`config.mk`:
```
export PLATFORM = sky130hd
export DESIGN_NAME = mdu_ctrl_flat
export DESIGN_NICKNAME = d
export VERILOG_FILES = /design/src/rtl/mdu_ctrl_pkg.sv /design/src/rtl/mdu_ctrl_if.sv /design/src/rtl/mdu_iter.sv /design/src/rtl/mdu_ctrl.sv /design/src/flat_wrapper.sv
export SDC_FILE = /design/constraint.sdc
export NUM_CORES = 1
export LEC_CHECK = 0
export ABC_AREA = 0
export CORE_AREA = 2 2 191 193
export CTS_BUF_LIST = sky130_fd_sc_hd__clkbuf_4 sky130_fd_sc_hd__clkbuf_8 sky130_fd_sc_hd__clkbuf_16
export CTS_CLUSTER_DIAMETER = 60
export CTS_CLUSTER_SIZE = 20
export DETAILED_ROUTE_END_ITERATION = 16
export DIE_AREA = 0 0 193 195
export GPL_ROUTABILITY_DRIVEN = 0
export SYNTH_ARGS = -nofsm -noshare
export SYNTH_HDL_FRONTEND = slang
export SYNTH_SLANG_ARGS = --single-unit
```
`constraint.sdc`:
```
create_clock -name clk -period 6.9 [get_ports clk]
set_clock_uncertainty 0.15 [all_clocks]
set_input_delay 1.035 -clock clk [delete_from_list [all_inputs] [get_ports clk]]
set_output_delay 1.035 -clock clk [all_outputs]
set_load 0.05 [all_outputs]
```
`src/rtl/mdu_ctrl_pkg.sv`:
```
// Shared types and constants for the iterative RV32M multiply/divide unit.
// Holds the funct3 encodings, FSM states, iteration count and request payload.
package mdu_ctrl_pkg;

  localparam int unsigned XLEN       = 32;
  localparam int unsigned PROD_W     = 2 * XLEN;
  localparam int unsigned ITER_COUNT = 32;
  localparam int unsigned CNT_W      = $clog2(ITER_COUNT);
  localparam int unsigned RADDR_W    = 5;
  localparam int unsigned F3_W       = 3;

  typedef enum logic [F3_W-1:0] {
    OP_MUL    = 3'b000,
    OP_MULH   = 3'b001,
    OP_MULHSU = 3'b010,
    OP_MULHU  = 3'b011,
    OP_DIV    = 3'b100,
    OP_DIVU   = 3'b101,
    OP_REM    = 3'b110,
    OP_REMU   = 3'b111
  } mdu_op_e;

  typedef enum logic [1:0] {
    S_IDLE = 2'b00,
    S_CALC = 2'b01,
    S_DONE = 2'b10
  } mdu_state_e;

  typedef struct packed {
    mdu_op_e              op;
    logic [XLEN-1:0]      op1;
    logic [XLEN-1:0]      op2;
    logic [RADDR_W-1:0]   rd_addr;
  } mdu_req_t;

  // Two's-complement negate when neg is set, pass-through otherwise.
  function automatic logic [XLEN-1:0] cond_neg(input logic [XLEN-1:0] x, input logic neg);
    return neg ? ((~x) + XLEN'(1)) : x;
  endfunction

endpackage

```
`src/rtl/mdu_ctrl_if.sv`:
```
// Execute-stage <-> MDU handshake bundle: request in, stall/writeback out.
interface mdu_ctrl_if;
  import mdu_ctrl_pkg::*;

  logic                 start_i;
  logic [F3_W-1:0]      funct3_i;
  logic [XLEN-1:0]      op1_i;
  logic [XLEN-1:0]      op2_i;
  logic [RADDR_W-1:0]   rd_addr_i;
  logic                 flush_i;
  logic                 hold_flag_o;
  logic                 busy_o;
  logic                 valid_o;
  logic [RADDR_W-1:0]   rd_addr_o;
  logic [XLEN-1:0]      rd_data_o;
  logic                 rd_wen_o;

  modport master (
    output start_i, funct3_i, op1_i, op2_i, rd_addr_i, flush_i,
    input  hold_flag_o, busy_o, valid_o, rd_addr_o, rd_data_o, rd_wen_o
  );

  modport slave (
    input  start_i, funct3_i, op1_i, op2_i, rd_addr_i, flush_i,
    output hold_flag_o, busy_o, valid_o, rd_addr_o, rd_data_o, rd_wen_o
  );
endinterface

```
`src/rtl/mdu_iter.sv`:
```
// One-bit-per-cycle datapath on unsigned magnitudes: shift-add multiply or restoring divide.
// {hi,lo} holds the 64-bit product, or remainder (hi) and quotient (lo).
module mdu_iter
  import mdu_ctrl_pkg::*;
(
  input  logic            clk,
  input  logic            rst_n,
  input  logic            load_i,
  input  logic            step_i,
  input  logic            div_i,
  input  logic [XLEN-1:0] a_i,
  input  logic [XLEN-1:0] b_i,
  output logic [XLEN-1:0] hi_o,
  output logic [XLEN-1:0] lo_o
);

  logic [XLEN-1:0] hi_q, hi_d;
  logic [XLEN-1:0] lo_q, lo_d;
  logic [XLEN-1:0] b_q,  b_d;
  logic            div_q, div_d;

  logic [XLEN:0]   mul_sum;
  logic [XLEN:0]   div_shift;
  logic            div_ge;
  logic [XLEN-1:0] div_sub;

  // Partial remainder is always below the divisor, so the 32-bit wrapped
  // difference is exact whenever the subtraction is taken.
  always_comb begin
    mul_sum   = {1'b0, hi_q} + (lo_q[0] ? {1'b0, b_q} : (XLEN+1)'(0));
    div_shift = {hi_q, lo_q[XLEN-1]};
    div_ge    = div_shift >= {1'b0, b_q};
    div_sub   = div_shift[XLEN-1:0] - b_q;

    hi_d  = hi_q;
    lo_d  = lo_q;
    b_d   = b_q;
    div_d = div_q;

    if (load_i) begin
      hi_d  = '0;
      lo_d  = a_i;
      b_d   = b_i;
      div_d = div_i;
    end else if (step_i) begin
      if (div_q) begin
        hi_d = div_ge ? div_sub : div_shift[XLEN-1:0];
        lo_d = {lo_q[XLEN-2:0], div_ge};
      end else begin
        hi_d = mul_sum[XLEN:1];
        lo_d = {mul_sum[0], lo_q[XLEN-1:1]};
      end
    end
  end

  always_ff @(posedge clk) begin
    if (!rst_n) begin
      hi_q  <= '0;
      lo_q  <= '0;
      b_q   <= '0;
      div_q <= 1'b0;
    end else begin
      hi_q  <= hi_d;
      lo_q  <= lo_d;
      b_q   <= b_d;
      div_q <= div_d;
    end
  end

  assign hi_o = hi_q;
  assign lo_o = lo_q;

endmodule

```
`src/rtl/mdu_ctrl.sv`:
```
// RV32M multiply/divide sequencer: accepts a request, runs 32 iterations in
// mdu_iter (or short-circuits div-by-zero/overflow), applies signs, writes back.
module mdu_ctrl
  import mdu_ctrl_pkg::*;
(
  input  logic     clk,
  input  logic     rst_n,
  mdu_ctrl_if.slave bus
);

  mdu_state_e         state_q, state_d;
  logic [CNT_W-1:0]   cnt_q, cnt_d;
  mdu_op_e            op_q, op_d;
  logic [RADDR_W-1:0] rd_addr_q, rd_addr_d;
  logic               neg_q, neg_d;
  logic               byp_q, byp_d;
  logic [XLEN-1:0]    byp_data_q, byp_data_d;

  mdu_req_t           req_c;
  logic               accept_c;
  logic               a_signed_c, b_signed_c, a_neg_c, b_neg_c;
  logic [XLEN-1:0]    a_mag_c, b_mag_c;
  logic               div0_c, ovf_c, neg_c;
  logic [XLEN-1:0]    byp_val_c;
  logic               iter_load_c, iter_step_c;
  logic [XLEN-1:0]    iter_hi, iter_lo;
  logic [PROD_W-1:0]  prod_c, prod_s_c;
  logic [XLEN-1:0]    result_c;
  logic               done_c;

  assign req_c = '{op:      mdu_op_e'(bus.funct3_i),
                   op1:     bus.op1_i,
                   op2:     bus.op2_i,
                   rd_addr: bus.rd_addr_i};

  assign accept_c = (state_q == S_IDLE) && bus.start_i && !bus.flush_i;

  // Operand decode: signedness, magnitudes, special cases and result sign.
  always_comb begin
    a_signed_c = (req_c.op == OP_MULH) || (req_c.op == OP_MULHSU) ||
                 (req_c.op == OP_DIV)  || (req_c.op == OP_REM);
    b_signed_c = (req_c.op == OP_MULH) || (req_c.op == OP_DIV) || (req_c.op == OP_REM);
    a_neg_c    = a_signed_c && req_c.op1[XLEN-1];
    b_neg_c    = b_signed_c && req_c.op2[XLEN-1];
    a_mag_c    = cond_neg(req_c.op1, a_neg_c);
    b_mag_c    = cond_neg(req_c.op2, b_neg_c);

    div0_c = req_c.op[2] && (req_c.op2 == '0);
    ovf_c  = ((req_c.op == OP_DIV) || (req_c.op == OP_REM)) &&
             (req_c.op1 == {1'b1, (XLEN-1)'(0)}) && (req_c.op2 == '1);

    neg_c = 1'b0;
    case (req_c.op)
      OP_MULH, OP_MULHSU, OP_DIV: neg_c = a_neg_c ^ b_neg_c;
      OP_REM:                     neg_c = a_neg_c;
      default:                    neg_c = 1'b0;
    endcase

    byp_val_c = '0;
    if (div0_c) begin
      byp_val_c = req_c.op[1] ? req_c.op1 : '1;
    end else if (ovf_c) begin
      byp_val_c = (req_c.op == OP_DIV) ? {1'b1, (XLEN-1)'(0)} : '0;
    end
  end

  // Next-state and sequencing; flush wins over everything except reset.
  always_comb begin
    state_d     = state_q;
    cnt_d       = cnt_q;
    op_d        = op_q;
    rd_addr_d   = rd_addr_q;
    neg_d       = neg_q;
    byp_d       = byp_q;
    byp_data_d  = byp_data_q;
    iter_load_c = 1'b0;
    iter_step_c = 1'b0;

    if (bus.flush_i) begin
      state_d = S_IDLE;
    end else begin
      case (state_q)
        S_IDLE: begin
          if (bus.start_i) begin
            op_d       = req_c.op;
            rd_addr_d  = req_c.rd_addr;
            neg_d      = neg_c;
            cnt_d      = '0;
            byp_d      = div0_c || ovf_c;
            byp_data_d = byp_val_c;
            if (div0_c || ovf_c) begin
              state_d = S_DONE;
            end else begin
              iter_load_c = 1'b1;
              state_d     = S_CALC;
            end
          end
        end
        S_CALC: begin
          iter_step_c = 1'b1;
          cnt_d       = cnt_q + CNT_W'(1);
          if (cnt_q == CNT_W'(ITER_COUNT - 1)) begin
            state_d = S_DONE;
          end
        end
        S_DONE:  state_d = S_IDLE;
        default: state_d = S_IDLE;
      endcase
    end
  end

  always_ff @(posedge clk) begin
    if (!rst_n) begin
      state_q    <= S_IDLE;
      cnt_q      <= '0;
      op_q       <= OP_MUL;
      rd_addr_q  <= '0;
      neg_q      <= 1'b0;
      byp_q      <= 1'b0;
      byp_data_q <= '0;
    end else begin
      state_q    <= state_d;
      cnt_q      <= cnt_d;
      op_q       <= op_d;
      rd_addr_q  <= rd_addr_d;
      neg_q      <= neg_d;
      byp_q      <= byp_d;
      byp_data_q <= byp_data_d;
    end
  end

  mdu_iter u_iter (
    .clk    (clk),
    .rst_n  (rst_n),
    .load_i (iter_load_c),
    .step_i (iter_step_c),
    .div_i  (req_c.op[2]),
    .a_i    (a_mag_c),
    .b_i    (b_mag_c),
    .hi_o   (iter_hi),
    .lo_o   (iter_lo)
  );

  // Sign fix-up of the magnitude result, selected by the captured opcode.
  always_comb begin
    prod_c   = {iter_hi, iter_lo};
    prod_s_c = neg_q ? ((~prod_c) + PROD_W'(1)) : prod_c;
    case (op_q)
      OP_MUL:                        result_c = prod_s_c[XLEN-1:0];
      OP_MULH, OP_MULHSU, OP_MULHU:  result_c = prod_s_c[PROD_W-1:XLEN];
      OP_DIV, OP_DIVU:               result_c = cond_neg(iter_lo, neg_q);
      OP_REM, OP_REMU:               result_c = cond_neg(iter_hi, neg_q);
      default:                       result_c = '0;
    endcase
    if (byp_q) begin
      result_c = byp_data_q;
    end
  end

  assign done_c          = (state_q == S_DONE);
  assign bus.valid_o     = done_c;
  assign bus.rd_wen_o    = done_c;
  assign bus.rd_addr_o   = done_c ? rd_addr_q : '0;
  assign bus.rd_data_o   = done_c ? result_c : '0;
  assign bus.busy_o      = (state_q != S_IDLE);
  assign bus.hold_flag_o = accept_c || (state_q == S_CALC);

endmodule

```
`src/flat_wrapper.sv`:
```
// flat-port wrapper written by rule: the top's interface ports become plain ports
module mdu_ctrl_flat import mdu_ctrl_pkg::*;
  (clk, rst_n, bus_start_i, bus_funct3_i, bus_op1_i, bus_op2_i, bus_rd_addr_i, bus_flush_i, bus_hold_flag_o, bus_busy_o, bus_valid_o, bus_rd_addr_o, bus_rd_data_o, bus_rd_wen_o);
  mdu_ctrl_if bus_i ();
  input  logic clk;
  input  logic rst_n;
  input wire logic [$bits(bus_i.start_i)-1:0] bus_start_i;
  input wire logic [$bits(bus_i.funct3_i)-1:0] bus_funct3_i;
  input wire logic [$bits(bus_i.op1_i)-1:0] bus_op1_i;
  input wire logic [$bits(bus_i.op2_i)-1:0] bus_op2_i;
  input wire logic [$bits(bus_i.rd_addr_i)-1:0] bus_rd_addr_i;
  input wire logic [$bits(bus_i.flush_i)-1:0] bus_flush_i;
  output wire logic [$bits(bus_i.hold_flag_o)-1:0] bus_hold_flag_o;
  output wire logic [$bits(bus_i.busy_o)-1:0] bus_busy_o;
  output wire logic [$bits(bus_i.valid_o)-1:0] bus_valid_o;
  output wire logic [$bits(bus_i.rd_addr_o)-1:0] bus_rd_addr_o;
  output wire logic [$bits(bus_i.rd_data_o)-1:0] bus_rd_data_o;
  output wire logic [$bits(bus_i.rd_wen_o)-1:0] bus_rd_wen_o;
  assign bus_i.start_i = bus_start_i;
  assign bus_i.funct3_i = bus_funct3_i;
  assign bus_i.op1_i = bus_op1_i;
  assign bus_i.op2_i = bus_op2_i;
  assign bus_i.rd_addr_i = bus_rd_addr_i;
  assign bus_i.flush_i = bus_flush_i;
  assign bus_hold_flag_o = bus_i.hold_flag_o;
  assign bus_busy_o = bus_i.busy_o;
  assign bus_valid_o = bus_i.valid_o;
  assign bus_rd_addr_o = bus_i.rd_addr_o;
  assign bus_rd_data_o = bus_i.rd_data_o;
  assign bus_rd_wen_o = bus_i.rd_wen_o;
  mdu_ctrl u_core (.clk(clk), .rst_n(rst_n), .bus(bus_i));
endmodule
```
# Word level (Yosys, flattened, before mapping)
# Index checks and enable logic that the tools add are counted.
dict set report op_classes {
  add_sub_neg 8
  magnitude_cmp 1
  n_eq_ne 18
  muxes 32
  bitwise_logic 8
  reduce_logical 31
}
# operator count
set ops {}
lappend ops {{32-bit 2-to-1 mux} 16}
lappend ops {{32-bit by 1-bit adder with 32-bit output, second input constant} 4}
lappend ops {{32-bit inverter} 4}
lappend ops {{32-bit one-hot mux with 4 select lines} 1}
lappend ops {{64-bit by 1-bit adder with 64-bit output, second input constant} 1}
lappend ops {{32-bit == test, second input constant} 2}
lappend ops {{64-bit 2-to-1 mux} 1}
lappend ops {{64-bit inverter} 1}
lappend ops {{32-bit by 33-bit adder with 33-bit output} 1}
lappend ops {{33-bit by 32-bit greater-or-equal comparator with 1-bit output} 1}
lappend ops {{32-bit zero test} 1}
lappend ops {{32-bit subtractor} 1}
lappend ops {{3-bit == test, second input constant} 6}
lappend ops {{5-bit 2-to-1 mux} 2}
lappend ops {{5-bit one-hot mux with 2 select lines} 1}
lappend ops {{3-bit by 2-bit == test with 1-bit output, second input constant} 3}
lappend ops {{1-bit logical OR} 8}
lappend ops {{2-bit OR reduction} 4}
lappend ops {{1-bit logical AND} 7}
lappend ops {{3-bit by 1-bit == test with 1-bit output, second input constant} 2}
lappend ops {{1-bit 2-to-1 mux} 6}
lappend ops {{2-bit 2-to-1 mux} 3}
lappend ops {{3-bit AND reduction} 2}
lappend ops {{2-bit nonzero test} 3}
lappend ops {{15 further kinds} 17}
dict set report totals {
  regBits 146
  inputBits 76
  out_inout_bits 41
  elab_cells 109
}

# Longest topological paths before layout
dict set report logic_depth {
  ltp_word 10
  ltp_mapped 14
  ltp_nobuf 12
}

# Hierarchy
# A second synthesis with hierarchy kept.
dict set report hier_totals {
  hier_cells 2063
  hier_area_um2 15279.7
}
# mod instances cells_each area_each_um2 seq_area_each_um2
set modules_own_cells {}
lappend modules_own_cells {mdu_iter 1 1073 8684.6 1941.9}
lappend modules_own_cells {mdu_ctrl 1 990 6595.1 980.9}

# Worst setup path before layout
# Ideal clock, no wire load.
dict set report synth_timing {
  path_kind {register -> output}
  start {reg u_core.u_iter.lo_q[14] (netlist: u_core.u_iter.lo_o[14])}
  end {out bus_rd_data_o[25]}
  t_arrival_ns 3.699
  required_ns 5.715
  setup_slack_ns 2.016
  stages_incl_launch_ff 11
  n_path_buf 2
  cell_sequence {dfxtp_1 buf_6 or4_4 or3_4 or4_4 buf_6 and2_1 o21a_1 nor2_1 a31oi_1 a221oi_1}
}
dict set report synth_via {
  elab_chain_cells 6
  elab_cells_between_ends 9
  classes_between {add/sub: 2; mux: 5; bitwise: 2}
}
# item line_no
set synth_lines {}
lappend synth_lines {{start, declared} mdu_iter.sv:18} ;# logic [XLEN-1:0] lo_q, lo_d;
lappend synth_lines {{start signal, assigned} mdu_iter.sv:64} ;# lo_q <= lo_d;
lappend synth_lines {{64-bit inverter / 32-bit inverter (equally long branches)} {mdu_ctrl.sv:147, mdu_ctrl_pkg.sv:38}}
lappend synth_lines {{64-bit by 1-bit adder with 64-bit output / 32-bit by 1-bit adder with 32-bit output (equally long branches)} {mdu_ctrl.sv:147, mdu_ctrl_pkg.sv:38}}
lappend synth_lines {{64-bit 2-to-1 mux / 32-bit 2-to-1 mux (equally long branches)} {mdu_ctrl.sv:147, mdu_ctrl_pkg.sv:38}}
lappend synth_lines {{32-bit one-hot mux with 4 select lines *} mdu_ctrl.sv:148} ;# case (op_q)
lappend synth_lines {{32-bit 2-to-1 mux *} mdu_ctrl.sv:155} ;# if (byp_q) begin
lappend synth_lines {{32-bit 2-to-1 mux *} mdu_ctrl.sv:164} ;# assign bus.rd_data_o = done_c ? result_c : '0;
lappend synth_lines {{end, declared} flat_wrapper.sv:17} ;# output wire logic [$bits(bus_i.rd_data_o)-1:0] bus_rd_data_o;
# Every way passes the cells marked *; elsewhere a longest branch is shown, timed or not.

# Worst setup path in the final report
dict set report layout_timing {
  start {reg u_core.u_iter.lo_q[2] (netlist: u_core.u_iter.lo_o[2])}
  end {out bus_rd_data_o[0]}
}
dict set report layout_via {
  elab_chain_cells 6
}
# item line_no
set layout_lines {}
lappend layout_lines {{64-bit inverter} mdu_ctrl.sv:147} ;# prod_s_c = neg_q ? ((~prod_c) + PROD_W'(1)) : prod_c;
lappend layout_lines {{64-bit by 1-bit adder with 64-bit output} mdu_ctrl.sv:147}
lappend layout_lines {{64-bit 2-to-1 mux} mdu_ctrl.sv:147}
lappend layout_lines {{32-bit one-hot mux with 4 select lines} mdu_ctrl.sv:148}
lappend layout_lines {{32-bit 2-to-1 mux} mdu_ctrl.sv:155}
lappend layout_lines {{32-bit 2-to-1 mux} mdu_ctrl.sv:164}
# Every way passes these cells.

==> metrics.md <==
| Metric | Value |
|---|---|
| Crit path time final | 5830 ps |
| Comb pwr share | 31.3% |
| Clock latency on the worst-skew pair | 450 ps |
| Int Power | 1.752 mW |
| Final instance area | 16030 um2 |
| Tcrit/Tclk final | 84.49% |
| Fin util | 45.30% |
| Net Sw Frac | 37.71% |
| Slew headroom | 30.29% |
| Fin nets | 2147 |
| Flip-flop and latch count after synthesis | 146 |
| Via Count | 15240 |
| Ant diodes | 0 |
| M1 GR Usage | 40.05% |
| Post-CTS Hold Fix Bufs | 0 |
| Fmax | 0.1715 GHz |
| Worst path cell trace | nor4_1 > nand4_1 > or4_1 > and2_1 > o21ai_2 > a221oi_1 > o21ai_0 > and2_1 > clkdlybuf4s50_1 |
| Initial Utilization | 39.66% |
| Port Buffers | 116 |
| Grt ovf | 0 |
| ANT nets after route | 0 |
| Synth Warn # | 0 |
| VDD IR-drop max | 144.5 uV |
| Largest net degree at the start of global routing | 78 |
| Sequential share of the synthesized area | 20.82% |
| EDFF count, synth | 0 |
| Leak | 6.043 nW |
| Worst Setup Start Kind | flop |
| Hold Vio Cnt, Final | 0 |
| Critical path fanouts, max | 7 |
| Die ar. | 37640 um2 |
| Die H | 195 um |
| Worst EP arrival | 4640 ps |
| Number of global-route vias before repair | 14060 |
| Status | completed |
| Inserted Clock Buffers | 17 |
| Post-CTS Setup Bufs | 0 |
| Root buffer cell | clkbuf_16 |
| Synth Instances | 1972 |
| DR WL/cell | 21.18 um |
| CTS sink cnt | 146 |
| CP max stage cell | clkdlybuf4s50_1 |
| Clk pwr share | 34.8% |
| Area after DPL | 15440 um2 |
| Drt drc | 0 |
| CP required | 5710 ps |
| GR Layer Usage met2 | 40.02% |
| Crit-path leading delay family | simple AND/OR/NAND/NOR gates |
| Initial antenna violation count | 0 |
| Distinct cell type count after synthesis | 82 |
| Post-DP HPWL | 39.56 mm |
| CTS clk-pin slew, worst paths | 70 ps |
| Crit-path max cell delay | 800 ps |
| Worst path bufs/invs | 1 |
| First-pass DRT Iterations | 6 |
| HP Class | flop to flop |
| Seq pwr share | 33.9% |
| First-pass GRT wire length | 80.75 mm |
| I/O pins | 117 |
| Netlist Area Pre-Place | 14040 um2 |
| Initial DRC Count | 1770 |
| Clock tree buffer depth | 2 |
| CP endpoint kind | primary output |
| Area grow syn2layout | 14.22% |
| Hold Worst Slack | 285.6 ps |
| Dominant synthesized flop cell | dfxtp_1 |
| Global-route met3 utilization | 4.637% |
| H-tree Lvls | 4 |
| Final setup fails | 0 |
| Synth async-reset ratio | 0% |
| Final wirelength | 52.36 mm |
| Busiest grt layer | met1 |
| GRT Resource Usage Total | 27.55% |
| PnR Total Power | 2.813 mW |
| Most common cell on crit path | and2_1 |
| Setup_tns | 0 ps |
| Syn_nets | 2121 |
| RSZ-0062 raised after global routing | no |
| CTS tree | yes |
| Power Dens Cells | 175.4 nW/um2 |
| Core area | 35400 um2 |
| Final Max Tran Viols | 0 |
| Maxcap violations | 0 |
| Post-CTS sizing | 0 |
| Mean post-synth cell area | 7.119 um2 |
| Layout cells sized above 1 | 6.067% |
| Die width | 193 um |
| Worst-margin pin slew | 1036 ps |
| Rows | 69 |
| Switching power | 1.061 mW |
| WS Path Type | flop to primary output |
| Drt via density | 6.165 |
cell families after synthesis:
kind of cell / Yosys count / share of synthesized area (%)
AOI/OAI and AO/OA: 629 / 28.66
xor gates and xnor gates: 154 / 9.608
adders and majority gates: 73 / 6.613
buffers and inverters: 209 / 5.865
DFF: 146 / 20.82
muxes: 61 / 4.545
and+or+nand+nor: 700 / 23.89
layout make-up:
type	count	area [um2]
multi-input combinational	1617	10320
clock inverter	14	161.4
fill	3670	19360
tap	461	576.8
clock buffer	18	432.9
timing repair buffer	138	1326
inverter	78	292.8
sequential	146	2928
Yosys cell counts, types with 11 or more instances:
| library cell | count | share of area (%) |
|---|---|---|
| nand2b_1 | 26 | 1.2 |
| inv_1 | 76 | 2.0 |
| ha_1 | 71 | 6.3 |
| or3_1 | 19 | 0.85 |
| o22ai_1 | 14 | 0.62 |
| a21o_1 | 24 | 1.3 |
| o31ai_1 | 25 | 1.3 |
| a21oi_1 | 187 | 6.7 |
| a22o_1 | 13 | 0.81 |
| nand2_1 | 188 | 5.0 |
| o21ai_0 | 136 | 4.8 |
| and2_1 | 21 | 0.94 |
| a31oi_1 | 29 | 1.3 |
| dfxtp_1 | 146 | 21 |
| o221ai_1 | 14 | 0.87 |
| a2111oi_0 | 12 | 0.75 |
| nand4_1 | 25 | 1.1 |
| nand3_1 | 45 | 1.6 |
| a211oi_1 | 56 | 3.0 |
| xnor2_1 | 98 | 6.1 |
| o41ai_1 | 13 | 0.81 |
| mux2_2 | 22 | 1.8 |
| or4_1 | 22 | 1.2 |
| o21a_1 | 11 | 0.59 |
| xor2_1 | 56 | 3.5 |
| nor4_1 | 20 | 0.89 |
| nor3_1 | 44 | 1.6 |
| nor2_1 | 224 | 6.0 |
| and3_1 | 12 | 0.53 |
| or2_2 | 12 | 0.53 |
| mux2i_1 | 39 | 2.8 |
| clkbuf_1 | 114 | 3.0 |
power by group through the flow:
stage               Sequential, mW  Combinational, mW  Clock, mW
floorplan                    0.926              0.635          0
global placement             0.966              0.856          0
detailed placement           0.969              0.858          0
CTS                          0.949              0.863      0.986
global route                 0.958              0.960       1.02
finish                       0.953              0.881      0.979
worst min-delay path, cell delays in order (launching register included):
cell and delay [ps]:
dfxtp_1 310, nand2_1 50, nand2_1 40
per-layer routing:
| layer | wire length, um | up-vias |
|---|---|---|
| li1 | - | 7266 |
| met1 | 23770 | 7136 |
| met2 | 22100 | 719 |
| met3 | 4540 | 120 |
| met4 | 1953 | 0 |
| met5 | 0 | - |
worst paths after layout:
| check | startpoint | to | slack (ps) | depth (start not counted) |
|---|---|---|---|---|
| max | u_core.u_iter.lo_o[2] | bus_rd_data_o[0] | 1070 | 9 |
| max reg2reg | u_core.u_iter.lo_o[0] | u_core.u_iter.hi_o[30] | 2360 | 13 |
| min reg2reg | u_core.byp_data_q[27] | u_core.byp_data_q[27] | 290 | 2 |
| min | u_core.byp_data_q[27] | u_core.byp_data_q[27] | 290 | 2 |
per-stage QoR:
stage / std cells / worst slack [ps]
4_1_cts: 2472 / 1152
2_1_floorplan: 1972 / 2016
3_3_place_gp: 2440 / 1701
3_5_place_dp: 2440 / 1620
6_report: 2472 / 1070
5_1_grt: 2472 / 857.6
placed cells by master (no fill, tap or decap), types with 11 or more instances in the layout:
master / instances
o41ai_1: 13
or3_1: 19
o221ai_1: 14
o31ai_1: 25
ha_1: 71
a22o_1: 13
and2_1: 21
nand2_1: 188
o22ai_1: 14
clkdlybuf4s50_1: 116
a31oi_1: 29
xor2_1: 56
and3_1: 12
or4_1: 22
o21ai_0: 136
nor3_1: 44
nand2b_1: 26
mux2_2: 22
nand3_1: 45
nor2_1: 221
mux2i_1: 39
a211oi_1: 56
a21oi_1: 187
dfxtp_1: 144
a21o_1: 24
o21a_1: 11
xnor2_1: 98
inv_1: 76
or2_2: 12
clkbuf_16: 17
nor4_1: 20
nand4_1: 25
a2111oi_0: 12
buf_4: 22
sequential cells by signal (all words and copies together), names as in the netlist:
name,cells
u_core.byp_data_q,32
u_core.u_iter.b_q,32
u_core.u_iter.hi_o,32
u_core.u_iter.lo_o,32
u_core.cnt_q,5
u_core.rd_addr_q,5
u_core.op_q,3
u_core.state_q,2
u_core.byp_q,1
u_core.neg_q,1
u_core.u_iter.div_q,1
No activity file was read; power rests on OpenSTA's default activity.
